[src/rtl/multi_oversample.sv]
// Multi-channel oversampling decimator for an interleaved ADC.
// Each channel sums 2^L conversions and emits one widened result per window,
// with a per-channel frame RAM write pointer. Peak-hold tracking is built
// only when MULTI_OVERSAMPLE_PEAK_HOLD_EN is defined; otherwise mon_peak is 0.
module multi_oversample #(
    parameter int unsigned CHANNELS       = 2,
    parameter int unsigned IN_WIDTH       = 12,
    parameter int unsigned MAX_LOG2_RATIO = 8,
    parameter int unsigned DEPTH_LOG2     = 12,
    localparam int unsigned CW            = (CHANNELS > 1) ? $clog2(CHANNELS) : 1,
    localparam int unsigned OUT_WIDTH     = IN_WIDTH + MAX_LOG2_RATIO / 2
) (
    input  logic                     clk,
    input  logic                     reset_n,
    input  logic [IN_WIDTH-1:0]      sample,
    input  logic [CW-1:0]            channel,
    input  logic                     eoc,
    input  logic [3:0]               log2_ratio,
    input  logic                     peak_clear,
    input  logic [CW-1:0]            mon_sel,
    output logic [OUT_WIDTH-1:0]     out_sample,
    output logic [CW-1:0]            out_channel,
    output logic                     out_valid,
    output logic                     wr_en,
    output logic [CW+DEPTH_LOG2-1:0] wr_addr,
    output logic [DEPTH_LOG2-1:0]    mon_head,
    output logic [OUT_WIDTH-1:0]     mon_peak
);

    localparam int unsigned AW   = IN_WIDTH + MAX_LOG2_RATIO;
    localparam int unsigned CNTW = MAX_LOG2_RATIO + 1;

    logic [3:0]            l_q;
    logic [AW-1:0]         acc_q  [CHANNELS];
    logic [CNTW-1:0]       cnt_q  [CHANNELS];
    logic [DEPTH_LOG2-1:0] head_q [CHANNELS];

    logic [3:0]      l_clamped;
    logic            ratio_change;
    logic            chan_ok;
    logic            accept;
    logic [CW-1:0]   chan_idx;
    logic            mon_ok;
    logic [CW-1:0]   mon_idx;
    logic [AW-1:0]   acc_sel;
    logic [CNTW-1:0] cnt_sel;
    logic [CNTW-1:0] cnt_last;
    logic            window_done;
    logic [AW-1:0]   sum;
    logic [AW-1:0]   shifted;
    logic [OUT_WIDTH-1:0] result;

    assign wr_en = out_valid;

    // Decode the incoming conversion and form the window-closing result.
    always_comb begin
        l_clamped    = (log2_ratio > 4'(MAX_LOG2_RATIO)) ? 4'(MAX_LOG2_RATIO) : log2_ratio;
        ratio_change = (l_clamped != l_q);
        chan_ok      = ({1'b0, channel} < (CW+1)'(CHANNELS));
        accept       = eoc && chan_ok;
        chan_idx     = chan_ok ? channel : '0;
        mon_ok       = ({1'b0, mon_sel} < (CW+1)'(CHANNELS));
        mon_idx      = mon_ok ? mon_sel : '0;
        acc_sel      = acc_q[chan_idx];
        cnt_sel      = cnt_q[chan_idx];
        cnt_last     = (CNTW'(1) << l_q) - CNTW'(1);
        window_done  = (cnt_sel == cnt_last);
        sum          = acc_sel + AW'(sample);
        // Left-align so every ratio lands on the same output scale.
        shifted      = sum << (4'(MAX_LOG2_RATIO) - l_q);
        result       = shifted[AW-1:MAX_LOG2_RATIO/2];
    end

    // Accumulate per channel, emit on window close, advance the write pointer.
    always_ff @(posedge clk) begin
        if (!reset_n) begin
            l_q         <= l_clamped;
            out_valid   <= 1'b0;
            out_sample  <= '0;
            out_channel <= '0;
            wr_addr     <= '0;
            for (int unsigned i = 0; i < CHANNELS; i++) begin
                acc_q[i]  <= '0;
                cnt_q[i]  <= '0;
                head_q[i] <= '0;
            end
        end else begin
            out_valid <= 1'b0;
            if (ratio_change) begin
                // Partial windows were built at the old ratio; drop them all.
                l_q <= l_clamped;
                for (int unsigned i = 0; i < CHANNELS; i++) begin
                    acc_q[i] <= '0;
                    cnt_q[i] <= '0;
                end
            end else if (accept) begin
                if (window_done) begin
                    acc_q[chan_idx]  <= '0;
                    cnt_q[chan_idx]  <= '0;
                    out_valid        <= 1'b1;
                    out_sample       <= result;
                    out_channel      <= chan_idx;
                    wr_addr          <= {chan_idx, head_q[chan_idx]};
                    head_q[chan_idx] <= head_q[chan_idx] + DEPTH_LOG2'(1);
                end else begin
                    acc_q[chan_idx] <= sum;
                    cnt_q[chan_idx] <= cnt_sel + CNTW'(1);
                end
            end
        end
    end

    // Register the monitored channel's write pointer.
    always_ff @(posedge clk) begin
        if (!reset_n) begin
            mon_head <= '0;
        end else begin
            mon_head <= mon_ok ? head_q[mon_idx] : '0;
        end
    end

`ifdef MULTI_OVERSAMPLE_PEAK_HOLD_EN
    logic [OUT_WIDTH-1:0] peak_q [CHANNELS];

    // Track the largest output per channel; peak_clear restarts tracking, with
    // a coincident output becoming the written channel's new peak.
    always_ff @(posedge clk) begin
        if (!reset_n) begin
            mon_peak <= '0;
            for (int unsigned i = 0; i < CHANNELS; i++) begin
                peak_q[i] <= '0;
            end
        end else begin
            for (int unsigned i = 0; i < CHANNELS; i++) begin
                if (out_valid && (out_channel == CW'(i))) begin
                    if (peak_clear || (out_sample > peak_q[i])) begin
                        peak_q[i] <= out_sample;
                    end
                end else if (peak_clear) begin
                    peak_q[i] <= '0;
                end
            end
            mon_peak <= mon_ok ? peak_q[mon_idx] : '0;
        end
    end
`else
    logic unused_peak_clear;

    assign unused_peak_clear = peak_clear;
    assign mon_peak          = '0;
`endif

endmodule

[config.mk]
export PLATFORM = sky130hd
export DESIGN_NAME = multi_oversample
export DESIGN_NICKNAME = d
export VERILOG_FILES = /design/src/rtl/multi_oversample.sv
export SDC_FILE = /design/constraint.sdc
export NUM_CORES = 1
export LEC_CHECK = 0
export ABC_AREA = 1
export BUFFER_PORTS_ARGS = -buffer_cell sky130_fd_sc_hd__buf_4
export CAP_MARGIN = 5
export CORE_UTILIZATION = 55
export DETAILED_ROUTE_END_ITERATION = 8
export HOLD_SLACK_MARGIN = 0.1
export PLACE_DENSITY = 0.75
export SYNTH_ARGS = -nofsm -noshare
export SYNTH_HDL_FRONTEND = slang
export SYNTH_SLANG_ARGS = --single-unit
export TNS_END_PERCENT = 50
[constraint.sdc]
create_clock -name clk -period 11.2 [get_ports clk]
set_input_delay 3.36 -clock clk [delete_from_list [all_inputs] [get_ports clk]]
set_output_delay 3.36 -clock clk [all_outputs]
set_load 0.03 [all_outputs]
==> flow_summary_export.csv, run 1 <==
group,metric,value,unit
run_status,status,"finished clean",
die,initial_core_util,0.567,
worst_setup_path,startpoint,"channel",
die,io_pins,82,
timing,setup_viol,0,
detailed_routing,drc,0,
layout,regArea,3420,um^2
yosys,synth-xor-area-share,0.0305,
worst_setup_path,crit_path_end,"out_sample[4]",
timing,setup_tns,0,ps
clock_network,numCtsBuffers,17,
global_routing,antenna_found_initial,0,
layout,final_nets,1168,
placed_design,hpwl,14000,um
detailed_routing,dr.pass1.iters,7,
global_routing,grt_overflow,0,
yosys,synthFlopType,"edfxtp_1",
placed_design,portBuffers,64,
yosys,yosys.cell_count.top_type,"nand2_1",
worst_hold_path,hp-class,"reg2reg",
placed_design,dp_cells,1289,
yosys,synthArstFlopShare,0,
worst_setup_path,crit_fanout,64,
clock_network,clock_latency,430,ps
clock_network,clock-root-buffer,"clkbuf_16",
clock_network,clk_path_buf_depth,2,
die,die_h,125,um
yosys,synth.ff_latch_count,128,
yosys,synth_area_per_cell,7.62,um^2
detailed_routing,routedWlPerCell,15.5,um
yosys,yosys_warnings,0,
yosys,synth_seq_area_share,0.413,
worst_setup_path,r2r_setup_slack,5840,ps
power,clock_power_share,0.387,
worst_setup_path,cp-start-kind,"input port",
yosys,synthCells,1086,
power,swShare,0.320,
timing,clock.fmax,146,MHz
yosys,synth_area_leader_cell,"edfxtp_1",
power,intPower,0.000911,W
layout,n_antenna_cell,0,
clock_network,cts.htree.levels,4,
timing,worstMarginPinSlew,976,ps
global_routing,grt_pass1_vias,6927,
yosys,synth_cell_types,47,
power,p_switching,0.000429,W
power,p_per_area,145,nW/um^2
layout,final_cells,1321,
yosys,synth_top_cells_by_count,"nand2_1, nand3_1, nor2_1",
layout,synthToLayoutAreaGrowth,11.8,%
yosys,synth_top_family_by_area,"simple AND/OR/NAND/NOR gates",
timing,slew_headroom,0.348,
timing,finalCritPeriodShare,0.610,
timing,final.min_clock_period,6830,ps
clock_network,cts_tree,"done",
die,core-area,14600,um^2
detailed_routing,wl,20500,um
power,peakVddDrop,0.000103,V
worst_setup_path,regToRegStartpoint,"l_q[0]",
detailed_routing,vias,7246,
timing,slew_violations,0,
layout,drive_gt1_frac,0.150,
yosys,synthAdderAreaFrac,0.0342,
die,dieArea,15500,um^2
yosys,netlist.area_leader.share,0.312,
clock_network,clkSinkCount,128,
timing,final-hold-violation-count,0,
layout,multi_input_area,4150,um^2
worst_setup_path,crit_type,"in2reg",
yosys,synthSimpleGateAreaFrac,0.361,
layout,fillCellCount,1295,
worst_setup_path,worstSetupEndpointType,"flop",
die,die_width,125,um
detailed_routing,drtIter0Drc,640,
worst_setup_path,r2r_end,"head_q[1][2]",
clock_network,post_cts_resized,0,
placed_design,gp_congestion,0.874,
clock_network,cts_setup_buffers,0,
power,power_leakage,4.30,nW
clock_network,path_clk_slew,60,ps
yosys,synth_compound_area_frac,0.0638,
worst_setup_path,worstRegToRegCells,20,
global_routing,grt_usage,0.273,
yosys,synth-edff-count,86,
worst_setup_path,required,11500,ps
worst_setup_path,cp.arrival,7130,ps
global_routing,grt_pass1_wl,33600,um
detailed_routing,viasPerCell,5.49,
global_routing,grt_max_degree,65,
yosys,synthMuxAreaShare,0.00484,
die,rows,44,
yosys,yosys-top-cells-area,"edfxtp_1, nand2_1, dfxtp_1",
yosys,syn_area,8280,um^2
clock_network,ctsHoldBuffers,0,
timing,fin_worst_skew,13.2,ps
power,p_seq_frac,0.399,
job,max_cap_violations,0,
power,power_frac_comb,0.214,
timing,grt_setup_unrepaired,"false",
detailed_routing,ant_nets,0,
[registers in the layout, summed over array words and instances (netlist names)]
register,flops
wr_addr,12
acc_q,40
head_q,24
out_valid,1
l_q,4
out_channel,1
out_sample,16
mon_head,12
cnt_q,18
[layout make-up]
cell class,instances,share of cell area
inverter,104,0.0424
sequential,128,0.370
multi-input combinational,806,0.449
timing repair buffer,67,0.0543
clock inverter,11,0.00879
tap,184,0.0249
clock buffer,21,0.0510
[critical path, cell delays in order]
cell and delay, ps:
buf_4 590, inv_2 400, nand2_1 150, nand2_1 60
ha_1 220, fa_1 480, nand3_1 120, nand3_1 140
xnor2_1 420, nand2_1 80, o21ai_0 140, o21ai_0 170
o21ai_0 340, nor2_1 70, nor3_1 290, a21oi_1 70
[layer usage]
| metal | part of all wire | track usage | vias to the layer above |
|---|---|---|---|
| met4 | 0.023 | 0.131 | 0 |
| met1 | 0.45 | 0.347 | 3364 |
| met3 | 0.055 | 0.0515 | 35 |
| li1 | - | - | 3631 |
| met5 | 0 | 0 | - |
| met2 | 0.47 | 0.447 | 216 |
[logic make-up after synthesis]
group / after synthesis
AND/OR/NAND/NOR: 639
multiplexers: 4
flip-flops: 128
AO/OA/AOI/OAI: 97
other: 1
XOR/XNOR: 28
buffers and inverters: 167
adder cells (fa/ha/maj): 22
[how the worst min path moves through the flow]
stage	from	to	slack (ps)	cells past startpoint
finish	wr_addr[8]	wr_addr[8]	460	2
global route	wr_addr[11]	wr_addr[11]	480	2
CTS	wr_addr[8]	wr_addr[8]	460	2
detailed placement	wr_addr[8]	wr_addr[8]	440	2
global placement	wr_addr[8]	wr_addr[8]	440	2
floorplan	head_q[1][2]	mon_head[2]	470	2
[placed cells by master (no fill, tap or decap), types with 8 or more instances in the layout]
cell / n
a21oi_1: 29
buf_4: 67
clkbuf_16: 18
conb_1: 16
dfxtp_1: 42
edfxtp_1: 86
ha_1: 21
inv_1: 95
nand2_1: 280
nand2_2: 14
nand3_1: 117
nand3_2: 9
nand4_1: 9
nor2_1: 112
nor3_1: 46
nor3_2: 21
o21ai_0: 47
o21ai_1: 8
xor2_1: 23
[power by group through the flow]
| stage | logic (W) | registers (W) | clock network [W] |
|---|---|---|---|
| finish | 0.000286 | 0.000534 | 0.000519 |
| detailed placement | 0.000282 | 0.000544 | 0 |
| global placement | 0.000279 | 0.000543 | 0 |
| global route | 0.000323 | 0.000536 | 0.000544 |
| CTS | 0.000284 | 0.000534 | 0.000521 |
| floorplan | 0.000221 | 0.000545 | 0 |
[stage by stage]
stage               power [W]  hold WS, ps  worst slack (ps)  instance area, um^2   util
finish                0.00134          458              4370                 9260  0.634
global route          0.00140          481              4120                 9260  0.634
CTS                   0.00134          458              4390                 9260  0.634
detailed placement   0.000826          439              3990                 8700  0.597
global placement     0.000823          440              4010                 8700  0.597
floorplan            0.000766          466              4760                 8340      -
Note: power is estimated with default switching activity, not from simulation.
==> inputs of run 2 (changes only) <==
==> constraint.sdc (replaced) <==
create_clock -name clk -period 6.67 [get_ports clk]
set_input_delay 2.001 -clock clk [delete_from_list [all_inputs] [get_ports clk]]
set_output_delay 2.001 -clock clk [all_outputs]
set_load 0.03 [all_outputs]
==> run 2 against run 1 <==
  * Clock skew shrank 2.8 ps
  * Hold slack lost 1.2 ps
  * Sequential cell count is the same
  * Setup slack lost 2500 ps
  * Critical path type unchanged
==> flow_summary_export.csv, run 2 (synthesis gave the netlist of run 1 again) <==
group,metric,value,unit
power,p_switching,0.000732,W
clock_network,clkSinkCount,128,
die,rows,44,
worst_setup_path,crit_slowest_cell,"fa_1",
layout,final_cells,1325,
power,p_per_area,246,nW/um^2
placed_design,gp_congestion,0.904,
global_routing,grt_pass1_wl,33500,um
clock_network,ctsHoldBuffers,0,
worst_setup_path,startpoint,"channel",
die,initial_core_util,0.567,
clock_network,cts_setup_buffers,0,
worst_setup_path,regToRegStartpoint,"l_q[0]",
clock_network,cts.htree.levels,4,
placed_design,dp_cells,1293,
layout,drive_gt1_frac,0.154,
layout,largest_reg_flops,40,
timing,slew_headroom,0.330,
power,intPower,0.00155,W
layout,layout_commonest_cell,"nand2_1",
clock_network,path_clk_slew,60,ps
clock_network,numCtsBuffers,17,
detailed_routing,drtIter0Drc,544,
detailed_routing,viasPerCell,5.43,
layout,layout_common_cells,"nand2_1, nand3_1, nor2_1",
clock_network,clock_latency,430,ps
die,core-area,14600,um^2
layout,reg_top3,"acc_q (40), head_q (24), cnt_q (18)",
layout,n_antenna_cell,0,
worst_setup_path,worstSetupEndpointType,"flop",
worst_setup_path,worstPathCellList,"buf_4 -> inv_2 -> buf_4 -> nand2_1 -> nand2_1 -> fa_1 -> nand3_1 -> nand3_1 -> xnor2_1 -> buf_4 -> nand2_1 -> o21ai_0 -> o21ai_0 -> o21ai_0 -> nor2_1 -> nor3_1 -> a21oi_1",
timing,setup_tns,0,ps
power,p_seq_frac,0.392,
layout,fillCellCount,1319,
timing,setup_viol,0,
timing,grt_setup_unrepaired,"false",
clock_network,clk_path_buf_depth,2,
timing,slew_violations,0,
timing,clock.fmax,207,MHz
timing,worstMarginPinSlew,1000,ps
worst_setup_path,r2r_end,"head_q[1][7]",
power,power_frac_comb,0.212,
global_routing,grt_max_degree,59,
detailed_routing,wl,20400,um
clock_network,cts_tree,"done",
layout,final_nets,1172,
detailed_routing,vias,7195,
die,die_h,125,um
power,finalPower,0.00229,W
timing,final.min_clock_period,4820,ps
global_routing,grt_usage,0.273,
placed_design,portBuffers,64,
layout,synthToLayoutAreaGrowth,12.3,%
power,clock_power_share,0.396,
power,power_leakage,4.33,nW
timing,fin_worst_skew,10.4,ps
global_routing,grt_pass1_vias,6880,
detailed_routing,ant_nets,0,
die,io_pins,82,
global_routing,grt_overflow,0,
worst_setup_path,crit_type,"in2reg",
power,peakVddDrop,0.000176,V
worst_setup_path,r2r_setup_slack,2260,ps
detailed_routing,routedWlPerCell,15.4,um
worst_setup_path,cp.arrival,5130,ps
run_status,status,"finished clean",
timing,finalCritPeriodShare,0.723,
worst_setup_path,required,6970,ps
placed_design,hpwl,14100,um
worst_setup_path,max_stage_delay,530,ps
clock_network,post_cts_resized,0,
die,die_width,125,um
worst_hold_path,hp-class,"reg2reg",
worst_setup_path,crit_fanout,32,
power,swShare,0.320,
global_routing,antenna_found_initial,0,
worst_setup_path,cp-start-kind,"input port",
detailed_routing,dr.pass1.iters,5,
job,max_cap_violations,0,
detailed_routing,drc,0,
worst_setup_path,crit_path_end,"out_sample[4]",
timing,final-hold-violation-count,0,
die,dieArea,15500,um^2
clock_network,clock-root-buffer,"clkbuf_16",
worst_setup_path,worstRegToRegCells,21,
layout,regMostFlops,"acc_q",
run 2: cell count changes in the layout (fill, tap and decap cells not counted):
cell	delta
clkinv_4	-4
clkinv_2	-2
nand2_1	-1
nand2_2	+1
bufinv_16	+1
inv_4	+2
clkbuf_16	-1
inv_6	+5
buf_4	+4
clkbuf_1	-1
run 2: stage by stage:
stage               instance area (um^2)  hold slack (ps)  worst slack [ps]   util
CTS                                 9300              453              1890  0.638
finish                              9300              457              1850  0.638
detailed placement                  8740              438              1480  0.599
floorplan                           8340              466              1590      -
global placement                    8740              435              1480  0.599
global route                        9300              475              1610  0.638
run 2: power groups by stage:
| stage | Clock (W) | Sequential [W] | Combinational (W) |
|---|---|---|---|
| final | 0.000905 | 0.000897 | 0.000484 |
| after global routing | 0.000948 | 0.000900 | 0.000545 |
| after CTS | 0.000909 | 0.000897 | 0.000481 |
| after detailed placement | 0 | 0.000914 | 0.000477 |
| after global placement | 0 | 0.000912 | 0.000473 |
| after floorplan | 0 | 0.000916 | 0.000371 |
run 2: layer usage:
layer | up-vias | track usage | wire (um)
li1 | 3633 | - | -
met1 | 3294 | 0.346 | 9050
met2 | 226 | 0.460 | 9780
met3 | 42 | 0.0524 | 1120
met4 | 0 | 0.107 | 459
met5 | - | 0 | 0
run 2: how the worst min path moves through the flow:
stage / startpoint / end / slack (ps) / cells past startpoint
2_1_floorplan: head_q[1][2] / mon_head[2] / 470 / 2
3_3_place_gp: wr_addr[7] / wr_addr[7] / 440 / 2
3_5_place_dp: wr_addr[7] / wr_addr[7] / 440 / 2
4_1_cts: wr_addr[7] / wr_addr[7] / 450 / 2
5_1_grt: wr_addr[7] / wr_addr[7] / 470 / 2
6_report: wr_addr[7] / wr_addr[7] / 460 / 2
run 2: layout make-up:
type | instances | area, um^2 | area share
clock inverters | 13 | 123 | 0.0132
well taps | 184 | 230 | 0.0248
flip-flops and latches | 128 | 3420 | 0.368
multi-input cells | 806 | 4160 | 0.447
inverters | 104 | 393 | 0.0422
repair buffers | 71 | 533 | 0.0573
clock buffers | 19 | 443 | 0.0476
run 2: worst max-delay path, delay by kind of cell:
kind	cells	cell delay, ps
XOR/XNOR	1	170
AO/OA/AOI/OAI	4	640
buffers and inverters	4	970
AND/OR/NAND/NOR	7	820
adder cells (fa/ha/maj)	1	530
